$ cat config.mk
export PLATFORM = sky130hd
export DESIGN_NAME = pipe_stage_reg
export DESIGN_NICKNAME = d
export VERILOG_FILES = /design/src/rtl/pipe_pkg.sv /design/src/rtl/pipe_skid_buf.sv /design/src/rtl/pipe_stage_reg_chk.sv /design/src/rtl/pipe_stage_reg.sv
export SDC_FILE = /design/constraint.sdc
export NUM_CORES = 1
export LEC_CHECK = 0
export CAP_MARGIN = 20
export CORE_MARGIN = 1.5
export CORE_UTILIZATION = 37
export DETAILED_ROUTE_END_ITERATION = 16
export PLACE_DENSITY_LB_ADDON = 0.08
export SLEW_MARGIN = 10
export SYNTH_ARGS = -nofsm -noshare
export SYNTH_HDL_FRONTEND = slang
export SYNTH_SLANG_ARGS = --single-unit
$ cat constraint.sdc
create_clock -name clk_i -period 1.5 [get_ports clk_i]
set_clock_uncertainty 0.1 [all_clocks]
set_input_delay 0.3 -clock clk_i [delete_from_list [all_inputs] [get_ports clk_i]]
set_output_delay 0.3 -clock clk_i [all_outputs]
set_load 0.01 [all_outputs]
$ cat src/rtl/pipe_pkg.sv
// ---------------------------------------------------------------------------
// pipe_pkg
//  Shared definitions for the generic pipeline stage register.
//  - pipe_state_e : occupancy states of the 2-entry skid variant.
//  - Per-stage payload structs so the old fixed fetch/decode/execute/memory/
//    writeback registers become pipe_stage_reg instances with
//    WIDTH = $bits(<struct>).
//  - Small state-decode helpers shared by the skid buffer.
// ---------------------------------------------------------------------------
package pipe_pkg;

   typedef enum logic [1:0] {
      EMPTY = 2'd0,
      FULL  = 2'd1,
      TWO   = 2'd2
   } pipe_state_e;

   localparam int unsigned XLEN = 32;

   // fetch -> decode
   typedef struct packed {
      logic [XLEN-1:0] pc;
      logic [XLEN-1:0] instr;
   } fetch_decode_t;

   // writeback control bits, carried from decode onwards
   typedef struct packed {
      logic       reg_write;
      logic [4:0] rd;
      logic       mem_to_reg;
   } ctrl_w_t;

   // decode -> execute
   typedef struct packed {
      ctrl_w_t         ctrl_w;
      logic [XLEN-1:0] pc;
      logic [XLEN-1:0] rs1_val;
      logic [XLEN-1:0] rs2_val;
      logic [XLEN-1:0] imm;
      logic [3:0]      alu_op;
   } decode_exec_t;

   // execute -> memory
   typedef struct packed {
      ctrl_w_t         ctrl_w;
      logic [XLEN-1:0] alu_res;
      logic [XLEN-1:0] store_val;
      logic            mem_read;
      logic            mem_write;
   } exec_mem_t;

   // memory -> writeback
   typedef struct packed {
      ctrl_w_t         ctrl_w;
      logic [XLEN-1:0] result;
   } mem_wb_t;

   // A state holds a payload for downstream unless it is EMPTY.
   function automatic logic state_has_data(input pipe_state_e s);
      return (s != EMPTY);
   endfunction

   // Only the TWO state refuses new payloads.
   function automatic logic state_can_accept(input pipe_state_e s);
      return (s != TWO);
   endfunction

endpackage

$ cat src/rtl/pipe_skid_buf.sv
// ---------------------------------------------------------------------------
// pipe_skid_buf
//  Two-entry skid buffer: main register feeds data_o, skid register catches
//  the payload that arrives in the cycle downstream stalls. ready_o and
//  valid_o are registered alongside the state, so no combinational path
//  exists from ready_i to ready_o.
// Ports
//  clk_i    in   1      clock
//  rst_ni   in   1      synchronous active-low reset
//  flush_i  in   1      synchronous flush, empties the buffer
//  valid_i  in   1      upstream payload valid
//  ready_o  out  1      buffer can accept (state != TWO)
//  data_i   in   WIDTH  upstream payload
//  valid_o  out  1      main register holds a payload (state != EMPTY)
//  ready_i  in   1      downstream accepts
//  data_o   out  WIDTH  main register
// ---------------------------------------------------------------------------
module pipe_skid_buf
   import pipe_pkg::*;
#(
   parameter int unsigned      WIDTH     = 32,
   parameter logic [WIDTH-1:0] RESET_VAL = {WIDTH{1'b0}}
) (
   input  logic             clk_i,
   input  logic             rst_ni,
   input  logic             flush_i,
   input  logic             valid_i,
   output logic             ready_o,
   input  logic [WIDTH-1:0] data_i,
   output logic             valid_o,
   input  logic             ready_i,
   output logic [WIDTH-1:0] data_o
);

   pipe_state_e      state_r;
   logic             valid_r;
   logic             ready_r;
   logic [WIDTH-1:0] main_r;
   logic [WIDTH-1:0] skid_r;

   logic             in_s;
   logic             out_s;

   assign in_s  = valid_i & ready_r;
   assign out_s = valid_r & ready_i;

   // Occupancy FSM; valid_r/ready_r are registered copies of the state decode.
   always_ff @(posedge clk_i) begin
      if (!rst_ni) begin
         state_r <= EMPTY;
         valid_r <= 1'b0;
         ready_r <= 1'b1;
         main_r  <= RESET_VAL;
         skid_r  <= RESET_VAL;
      end else if (flush_i) begin
         // data registers keep their (now meaningless) contents
         state_r <= EMPTY;
         valid_r <= state_has_data(EMPTY);
         ready_r <= state_can_accept(EMPTY);
      end else begin
         case (state_r)
            EMPTY: begin
               if (in_s) begin
                  main_r  <= data_i;
                  state_r <= FULL;
                  valid_r <= state_has_data(FULL);
                  ready_r <= state_can_accept(FULL);
               end
            end
            FULL: begin
               if (in_s && out_s) begin
                  main_r <= data_i;
               end else if (in_s) begin
                  // downstream stalled: park the newcomer behind main
                  skid_r  <= data_i;
                  state_r <= TWO;
                  valid_r <= state_has_data(TWO);
                  ready_r <= state_can_accept(TWO);
               end else if (out_s) begin
                  state_r <= EMPTY;
                  valid_r <= state_has_data(EMPTY);
                  ready_r <= state_can_accept(EMPTY);
               end
            end
            TWO: begin
               if (out_s) begin
                  main_r  <= skid_r;
                  state_r <= FULL;
                  valid_r <= state_has_data(FULL);
                  ready_r <= state_can_accept(FULL);
               end
            end
            default: begin
               state_r <= EMPTY;
               valid_r <= 1'b0;
               ready_r <= 1'b1;
            end
         endcase
      end
   end

   assign ready_o = ready_r;
   assign valid_o = valid_r;
   assign data_o  = main_r;

endmodule

$ cat src/rtl/pipe_stage_reg_chk.sv
// ---------------------------------------------------------------------------
// pipe_stage_reg_chk
//  Protocol checker for the downstream side of pipe_stage_reg: while a payload
//  is stalled (valid_o & ~ready_i, no flush, not in reset) it must stay
//  valid and unchanged on the following cycle.
// Ports (all inputs)
//  clk_i, rst_ni, flush_i, valid_o, ready_i, data_o[WIDTH]
// ---------------------------------------------------------------------------
module pipe_stage_reg_chk #(
   parameter int unsigned WIDTH = 32
) (
   input logic             clk_i,
   input logic             rst_ni,
   input logic             flush_i,
   input logic             valid_o,
   input logic             ready_i,
   input logic [WIDTH-1:0] data_o
);

   a_stall_hold: assert property (
      @(posedge clk_i) disable iff (!rst_ni)
      (valid_o && !ready_i && !flush_i) |=> (valid_o && $stable(data_o))
   ) else $error("pipe_stage_reg: stalled payload dropped or changed");

endmodule

$ cat src/rtl/pipe_stage_reg.sv
// ---------------------------------------------------------------------------
// pipe_stage_reg
//  Generic pipeline stage register with ready/valid handshake, synchronous
//  flush, optional 2-entry skid buffer and a saturating stall counter.
// Parameters
//  WIDTH      payload width
//  SKID       0: single register, ready_o = ready_i | ~valid_o
//             1: 2-entry skid buffer, ready_o from registered state only
//  RESET_VAL  reset value of all data registers
//  CNT_W      stall counter width
// Ports
//  clk_i        in   1      clock
//  rst_ni       in   1      synchronous active-low reset
//  flush_i      in   1      synchronous flush
//  valid_i      in   1      upstream valid
//  ready_o      out  1      stage accepts this cycle
//  data_i       in   WIDTH  upstream payload
//  valid_o      out  1      downstream valid
//  ready_i      in   1      downstream accepts this cycle
//  data_o       out  WIDTH  main register
//  stall_cnt_o  out  CNT_W  cycles with valid_o & ~ready_i, saturating
// ---------------------------------------------------------------------------
module pipe_stage_reg
   import pipe_pkg::*;
#(
   parameter int unsigned      WIDTH     = 32,
   parameter int unsigned      SKID      = 0,
   parameter logic [WIDTH-1:0] RESET_VAL = {WIDTH{1'b0}},
   parameter int unsigned      CNT_W     = 16
) (
   input  logic             clk_i,
   input  logic             rst_ni,
   input  logic             flush_i,
   input  logic             valid_i,
   output logic             ready_o,
   input  logic [WIDTH-1:0] data_i,
   output logic             valid_o,
   input  logic             ready_i,
   output logic [WIDTH-1:0] data_o,
   output logic [CNT_W-1:0] stall_cnt_o
);

   localparam logic [CNT_W-1:0] CNT_MAX = {CNT_W{1'b1}};

   logic             valid_s;
   logic             ready_s;
   logic [WIDTH-1:0] data_s;
   logic [CNT_W-1:0] stall_cnt_r;

   if (SKID != 0) begin : g_skid

      pipe_skid_buf #(
         .WIDTH     (WIDTH),
         .RESET_VAL (RESET_VAL)
      ) u_skid (
         .clk_i   (clk_i),
         .rst_ni  (rst_ni),
         .flush_i (flush_i),
         .valid_i (valid_i),
         .ready_o (ready_s),
         .data_i  (data_i),
         .valid_o (valid_s),
         .ready_i (ready_i),
         .data_o  (data_s)
      );

   end else begin : g_reg

      logic             valid_r;
      logic [WIDTH-1:0] main_r;
      logic             in_s;
      logic             out_s;

      // An empty register or a draining one can take a new payload.
      assign ready_s = ready_i | ~valid_r;
      assign in_s    = valid_i & ready_s;
      assign out_s   = valid_r & ready_i;

      // Single payload register; flush only clears valid.
      always_ff @(posedge clk_i) begin
         if (!rst_ni) begin
            valid_r <= 1'b0;
            main_r  <= RESET_VAL;
         end else if (flush_i) begin
            valid_r <= 1'b0;
         end else if (in_s) begin
            valid_r <= 1'b1;
            main_r  <= data_i;
         end else if (out_s) begin
            valid_r <= 1'b0;
         end else begin
            valid_r <= valid_r;
         end
      end

      assign valid_s = valid_r;
      assign data_s  = main_r;

   end

   // Stall cycles for performance analysis; only reset clears it.
   always_ff @(posedge clk_i) begin
      if (!rst_ni) begin
         stall_cnt_r <= {CNT_W{1'b0}};
      end else if (valid_s && !ready_i && !flush_i && (stall_cnt_r != CNT_MAX)) begin
         stall_cnt_r <= stall_cnt_r + CNT_W'(1'b1);
      end else begin
         stall_cnt_r <= stall_cnt_r;
      end
   end

   assign ready_o     = ready_s;
   assign valid_o     = valid_s;
   assign data_o      = data_s;
   assign stall_cnt_o = stall_cnt_r;

   pipe_stage_reg_chk #(
      .WIDTH (WIDTH)
   ) u_chk (
      .clk_i   (clk_i),
      .rst_ni  (rst_ni),
      .flush_i (flush_i),
      .valid_o (valid_s),
      .ready_i (ready_i),
      .data_o  (data_s)
   );

endmodule
Yosys cells after proc, flatten, opt, wreduce, memory -nomap -nowiden
Cells that the tools add are included.

Register bits: 49. Latch bits: 0. Bits in writable memories: 0. ROM bits: 0. Bits of input ports: 37. Output and inout bits: 50. Memories: 0.

$add $sub $neg: 1. Multiply operators: 0. Div/mod/pow operators: 0. $lt $le $gt $ge: 0. Eq/ne operators: 1. Shifts and indexed selects: 0. Multiplexer cells: 2. Bitwise logic cells: 6. Reductions and logical operators: 8.

Operators with widths (number): 16-bit by 1-bit adder with 16-bit output (second input constant) (1); 16-bit != test (second input constant) (1); 1-bit logical AND (3); 1-bit inverter (3); 1-bit AND (2); 1-bit logical NOT (2); 1-bit two-way mux (2); 2-bit AND reduction (1); 2-bit nonzero test (1); 2-bit OR reduction (1); 1-bit OR (1).

Longest topological paths before layout
Gate-level depths: netlist (run 1).

Depth after elaboration: 4. Gate-level depth with buffers: 6. Gate-level depth less buffers: 5.

Worst setup path before layout (run 1)
No wires, ideal clock.

Kind: register to register. Start: reg stall_cnt_r[0] (netlist: stall_cnt_o[0]). End: reg stall_cnt_r[2] (netlist: stall_cnt_o[2]). Data arrival time: 1.493 ns. Required time: 1.330 ns. Setup slack: -0.163 ns. Stages on the path, launching flop included: 7. Buffers on the path: 1. Period minus slack after synthesis: 1.663 ns. Path through: dfxtp_1 -> ha_1 -> nand3_1 -> nor4_1 -> buf_2 -> or4_1 -> a21oi_1.

Longest elaborated chain between the ends: 2.

RTL lines: start, declared (line pipe_stage_reg.sv:48) `logic [CNT_W-1:0] stall_cnt_r;`; start signal, assigned (line pipe_stage_reg.sv:104) `stall_cnt_r <= {CNT_W{1'b0}};`; start signal, assigned (line pipe_stage_reg.sv:106) `stall_cnt_r <= stall_cnt_r + CNT_W'(1'b1);`; start signal, assigned (line pipe_stage_reg.sv:108) `stall_cnt_r <= stall_cnt_r;`; parallel branches: the longest is 2 deep, another holds 16-bit by 1-bit adder with 16-bit output.

Parallel ways; which one is timed is not known. A chain may end at the register's enable or synchronous reset.

Worst setup path in the final report (run 1)
Start: reg stall_cnt_r[3] (netlist: stall_cnt_o[3]). End: reg stall_cnt_r[14] (netlist: stall_cnt_o[14]).

The elaborated chain is that of the path after synthesis.

==> results_dict.tcl, run 1 <==
set metrics [dict create \
    internal_power_w 0.00198 \
    final_common_cell "nand2_1" \
    ys_top_cells_by_area "dfxtp_1 (50%), nand2_1 (14%), a21oi_1 (10%)" \
    synthToLayoutAreaGrowth_pct 84.8 \
    syn-num-nets 279 \
    rsz0062_at_grt "yes" \
    holdPathStages 2 \
    tns_ps -429 \
    synthCells 241 \
    htreeDepth 2 \
    synth_largest_area_cell "dfxtp_1" \
    endpoint "stall_cnt_o[14]" \
    preCtsSetupSlack_ps -635 \
    synth.distinct_cells 35 \
    routed_wl_mm 6.22 \
    cts_sinks 49 \
    final_util_pct 70.8 \
    cp-end-kind "flop" \
    p_total_w 0.00261 \
    grt_pass1_wl_mm 8.36 \
    power_switching_w 0.000624 \
    leakagePower_nw 1.56 \
    ys_ff_latch 49 \
    max_slew_margin_pct 80.3 \
    yosysWarningCount 0 \
    clk_latency_ps 300 \
    pwr-share-seq_pct 51.9 \
    synth_edf_count 0 \
    synth_top_area_share_pct 50.2 \
    required_ps 1630 \
    antenna_found_initial 0 \
    clk_pin_slew_ps 90 \
    crit_chain "buf_6, and4_4, nand4_4, or4_1, a21oi_1" \
    async_flop_share_pct 0 \
    cts-root-buf "clkbuf_8" \
    mostFrequentLayoutCells "nand2_1 (72), dlygate4sd2_1 (46), a21oi_1 (35)" \
    fp.dieH_um 75.7 \
    drive_above_1_share_pct 26.7 \
    crit_type "reg -> reg" \
    status "finished with violations" \
    arrival_ps 1750 \
    seq_area_frac_synth_pct 50.2 \
    rows 26 \
    gr-usage-all-layers_pct 19.4 \
    overflow 0 \
    coreArea_sq_um 5110 \
    crit_start "stall_cnt_o[3]" \
    failed_checks "setup timing" \
    drtAntennaViolNets 0 \
    regToRegEndpoint "stall_cnt_o[14]" \
    synth_area_sq_um 1960 \
    maxCapViolations 0 \
    cp_slowest_cell "or4_1" \
    grt_pass1_vias 1863 \
    slowest_delay_ps 490 \
    viasPerCell 4.87 \
    drtPass1Iterations 4 \
    clockBufferDepth 2 \
    holdCritPathClass "reg -> reg" \
    power_density_nw_per_um2 721 \
    antenna_cells 0 \
    fmax_ghz 0.621 \
    ios 87 \
    cts_tree "done" \
    wl_per_cell_um 14.1 \
    ys.flop_type "dfxtp_1" \
    slew_viol_final 0 \
    setup_viol 10 \
    route.detailed.drc 0 \
    vias 2146 \
    die_area_sq_um 5730 \
    gp_congestion 0.800 \
    fin_crit_ps 1610 \
    r2r_cells 5 \
    drtIter0Drc 106 \
    port_buffers 86 \
    dpl_cell_area_sq_um 3230 \
    worst_pin_slew_ps 291 \
    die_x_um 75.7 \
    cts_buffers 5 \
    hold_buffers 0 \
    avgSynthCellArea_sq_um 8.11 \
    finalNetCount 408 \
    rr_startpoint "stall_cnt_o[3]" \
    p_sw_share_pct 23.9 \
    ir_drop_uv 448 \
    startpoint_type "flop" \
    p_comb_share_pct 14.3 \
    grt_max_degree 33 \
    hold_viol_final 0 \
    reg2reg_slack_ps -110 \
    place_hpwl_mm 3.84 \
    layout_worst_path_cycle_share_pct 107 \
    initial_utilization_pct 38.3 \
    p_clk_share_pct 33.8 \
    design_area_sq_um 3610 \
    path_max_fanout 5 \
    setup_ws_ps -110 \
]
-- synthesized netlist by cell type (2+ instances only) --
master / count
o21ai_0: 4
nand3_1: 4
o41ai_1: 2
nand2b_1: 3
mux2i_1: 4
o31ai_1: 2
clkbuf_1: 12
or3_1: 4
nor3_1: 5
and3_1: 3
nand4_1: 5
nor4_1: 3
nand2_1: 72
inv_1: 2
or4_1: 3
dfxtp_1: 49
nor3b_1: 2
a21oi_1: 39
nor2_1: 7
-- sequential cells by signal, summed over array words and instances (netlist names) --
signal	cells
stall_cnt_o	16
data_o	32
valid_o	1
-- through the flow --
stage / cells / hold WS, ps
3_3_place_gp: 419 / 341
5_1_grt: 441 / 371
2_1_floorplan: 241 / 272
6_report: 441 / 354
3_5_place_dp: 419 / 345
4_1_cts: 429 / 351
-- kinds of logic after synthesis --
logic type	synth area share (%)
adders and majority gates	0.640
and+or+nand+nor	29.7
buffers and inverters	3.13
AOI/OAI and AO/OA	14.3
DFF	50.2
muxes	2.05
-- worst max-delay path, delay by kind of cell (launching register included) --
family	cells	cell delay [ps]
flip-flops	1	340
AO/OA/AOI/OAI	1	150
buffers and inverters	1	100
AND/OR/NAND/NOR	3	860
-- layer usage --
metal	wire (um)	up-vias	track usage [%]
met3	441	7	7.01
met2	2910	68	30.9
met1	2810	974	24.3
met4	60	0	6.75
met5	0	-	0
li1	-	1097	-
-- power groups by stage --
stage	clock network (W)	registers (W)	logic [W]
5_1_grt	0.000964	0.00136	0.000403
6_report	0.000882	0.00135	0.000373
3_5_place_dp	0	0.00139	0.000345
2_1_floorplan	0	0.00141	0.0000944
4_1_cts	0.000914	0.00135	0.000318
3_3_place_gp	0	0.00139	0.000343
-- area by class of cell --
class	count	area, sq um
Fill cell	416	1490
Timing Repair Buffer	135	1310
Multi-Input combinational cell	176	1090
Sequential cell	49	1010
Clock buffer	7	97.6
Tap cell	70	87.6
Inverter	3	11.3
Clock inverter	1	8.76
-- how the worst min path moves through the flow --
stage               start    endpoint  slack, ps
4_1_cts           flush_i     valid_o        350
2_1_floorplan     flush_i     valid_o        270
6_report       data_o[23]  data_o[23]        350
3_3_place_gp    data_o[0]   data_o[0]        340
3_5_place_dp   data_o[28]  data_o[28]        350
5_1_grt        data_o[28]  data_o[28]        370
-- repair_timing --
action / 4_1_cts / 5_1_grt
setup buffers: 2 / 7
setup endpoints to repair: 98 / 44
cloned: 0 / 5
gates resized for setup: 68 / 32
pin swaps: 3 / 11
No activity file was read; power rests on OpenSTA's default activity.
==> inputs of run 2 (changes only) <==
--- a/config.mk
+++ b/config.mk
@@ -7,10 +7,11 @@
 export LEC_CHECK = 0
 export CAP_MARGIN = 20
 export CORE_MARGIN = 1.5
-export CORE_UTILIZATION = 37
+export CORE_UTILIZATION = 44
 export DETAILED_ROUTE_END_ITERATION = 16
 export PLACE_DENSITY_LB_ADDON = 0.08
 export SLEW_MARGIN = 10
 export SYNTH_ARGS = -nofsm -noshare
 export SYNTH_HDL_FRONTEND = slang
+export SYNTH_HIERARCHICAL = 1
 export SYNTH_SLANG_ARGS = --single-unit
==> constraint.sdc (replaced) <==
create_clock -name clk_i -period 1.9 [get_ports clk_i]
set_clock_uncertainty 0.1 [all_clocks]
set_input_delay 0.38 -clock clk_i [delete_from_list [all_inputs] [get_ports clk_i]]
set_output_delay 0.38 -clock clk_i [all_outputs]
set_load 0.01 [all_outputs]
==> results_dict.tcl, run 2 <==
set metrics [dict create \
    initial_utilization_pct 45.2 \
    synth-simple-area-share_pct 29.7 \
    max_slew_margin_pct 78.7 \
    pwr-share-seq_pct 56.8 \
    synthCells 241 \
    synth_largest_area_cell "dfxtp_1" \
    synth.distinct_cells 35 \
    ys_ff_latch 49 \
    drtIter0Drc 113 \
    synth_area_sq_um 1960 \
    hold_end "valid_o" \
    mostFrequentLayoutCells "clkdlybuf4s50_1 (83), nand2_1 (72), dfxtp_1 (49)" \
    route.detailed.drc 0 \
    seq_area_frac_synth_pct 50.2 \
    arrival_ps 1340 \
    synth_compound_area_share_pct 14.3 \
    path_buf_inv 1 \
    yosysMostFrequentCell "nand2_1" \
    drtPass1Iterations 4 \
    slowest_delay_ps 590 \
    power_density_nw_per_um2 617 \
    coreArea_sq_um 4320 \
    ys.flop_type "dfxtp_1" \
    reg2reg_slack_ps 150 \
    fillCellCount 377 \
    routed_wl_mm 4.91 \
    synth_top_family_by_area "simple AND/OR/NAND/NOR gates" \
    path_max_fanout 5 \
    antenna_found_initial 0 \
    vias 1968 \
    viasPerCell 5.06 \
    crit_type "reg -> out" \
    hold_buffers 0 \
    p_sw_share_pct 22.9 \
    layout_worst_path_cycle_share_pct 95.7 \
    cp.depth 1 \
    fmax_ghz 0.550 \
    async_flop_share_pct 0 \
    synth_top_area_share_pct 50.2 \
    finalNetCount 376 \
    grt_max_degree 31 \
    holdPathStages 3 \
    clk_latency_ps 290 \
    drtAntennaViolNets 0 \
    ios 87 \
    holdCritPathClass "in -> reg" \
    power_switching_w 0.000434 \
    die_x_um 69.7 \
    worst_pin_slew_ps 316 \
    cp_slowest_cell "clkdlybuf4s50_1" \
    clockBufferDepth 2 \
    cts-root-buf "clkbuf_8" \
    die_area_sq_um 4850 \
    rr_startpoint "stall_cnt_o[2]" \
    cts_sinks 49 \
    p_total_w 0.00189 \
    rsz0062_at_grt "no" \
    r2r_cells 4 \
    gp_congestion 0.801 \
    regToRegEndpoint "stall_cnt_o[13]" \
    syn-num-nets 279 \
    crit_chain "clkdlybuf4s50_1" \
    internal_power_w 0.00146 \
    maxCapViolations 0 \
    clk_pin_slew_ps 80 \
    port_buffers 86 \
    fin_crit_ps 1820 \
    gr-usage-all-layers_pct 20.0 \
    yosysWarningCount 6 \
    ys_top_cells_by_area "dfxtp_1 (50%), nand2_1 (14%), a21oi_1 (10%)" \
    htreeDepth 2 \
    startpoint_type "flop" \
    ir_drop_uv 426 \
    cp-end-kind "primary output" \
    synthAdderAreaFrac_pct 0.640 \
    drive_above_1_share_pct 8.31 \
    overflow 0 \
    status "completed" \
    cp_top_family "buffers and inverters" \
    cts_tree "done" \
    cts_buffers 5 \
    yosys.area_share.xor_xnor_pct 0 \
    dp.cells 383 \
    final_util_pct 70.9 \
    setup_ws_ps 81.8 \
    rows 24 \
    slew_viol_final 0 \
    largest_reg_flops 32 \
    final_common_cell "clkdlybuf4s50_1" \
    tns_ps 0 \
    leakagePower_nw 1.10 \
    setup_viol 0 \
    wl_per_cell_um 12.6 \
    finish.cell_count_without_fillers 389 \
    synthToLayoutAreaGrowth_pct 56.8 \
    fp.dieH_um 69.7 \
    place_hpwl_mm 3.45 \
    synth_common_cells "nand2_1 (72), dfxtp_1 (49), a21oi_1 (39)" \
    preCtsSetupSlack_ps -292 \
    antenna_cells 0 \
    hold_viol_final 0 \
    grt_pass1_vias 1757 \
    hold_start "flush_i" \
    p_clk_share_pct 29.4 \
    p_comb_share_pct 13.8 \
    synth_mux_area_share_pct 2.05 \
    required_ps 1420 \
    synth_edf_count 0 \
    avgSynthCellArea_sq_um 8.11 \
    grt_pass1_wl_mm 7.97 \
]
[run 2: cell types whose count changed in the layout (fill, tap and decap cells not counted), sizes merged]
cell / delta
clkdlybuf4s50: +49
dlygate4sd2: -45
buf: -28
clkbuf: -8
clkdlybuf4s15: -4
dlymetal6s2s: +2
[run 2: tightest hold or removal path, delay by kind of cell]
kind	cells	cell delay [ps]
buffers and inverters	2	240
AND/OR/NAND/NOR	1	40
[run 2: area by class of cell]
cell class                 count  area, sq um  area share, %
tap                           52         65.1           2.12
inverter                       3         11.3          0.367
timing repair buffer         103         1000           32.8
multi-input combinational    176          931           30.4
sequential                    49          981           32.0
clock inverter                 1         5.00          0.163
clock buffer                   5         68.8           2.24
[run 2: per-stage QoR]
step           hold WS (ps)  instance area [sq um]
2_1_floorplan           359                   1960
3_3_place_gp            341                   2980
3_5_place_dp            346                   2980
4_1_cts                 358                   3050
5_1_grt                 324                   3070
6_report                313                   3070
[run 2: repair_timing]
action                                  4_1_cts  5_1_grt
resized for setup                             1        5
buffers inserted                              0        0
endpoints found under the setup margin        1        4
pin swaps                                     0        2
[run 2: how the worst max path moves through the flow]
| stage | endpoint | slack [ps] | from |
|---|---|---|---|
| after CTS | stall_cnt_o[15] | 20 | ready_i |
| after detailed placement | stall_cnt_o[15] | -290 | ready_i |
| after floorplan | stall_cnt_o[4] | 220 | ready_i |
| after global placement | stall_cnt_o[15] | -250 | flush_i |
| final | stall_cnt_o[7] | 80 | stall_cnt_o[7] |
| after global routing | stall_cnt_o[4] | 20 | stall_cnt_o[0] |
[run 2: layer usage]
| layer | wire (um) | track usage [%] | vias to the layer above |
|---|---|---|---|
| met3 | 325 | 4.94 | 7 |
| met4 | 65 | 6.41 | 0 |
| met2 | 2180 | 32.2 | 56 |
| met1 | 2340 | 26.6 | 877 |
| li1 | - | - | 1028 |
| met5 | 0 | 0 | - |
[run 2: cell families after synthesis]
group,after synthesis
AO/OA/AOI/OAI,51
AND/OR/NAND/NOR,120
multiplexers,4
adder cells (fa/ha/maj),1
flip-flops,49
buffers and inverters,16
[run 2: power groups by stage]
stage / logic [W] / clock network, W / registers, W
detailed placement: 0.000264 / 0 / 0.00110
CTS: 0.000265 / 0.000583 / 0.00107
floorplan: 0.0000743 / 0 / 0.00111
finish: 0.000262 / 0.000556 / 0.00107
global route: 0.000285 / 0.000616 / 0.00108
global placement: 0.000261 / 0 / 0.00110
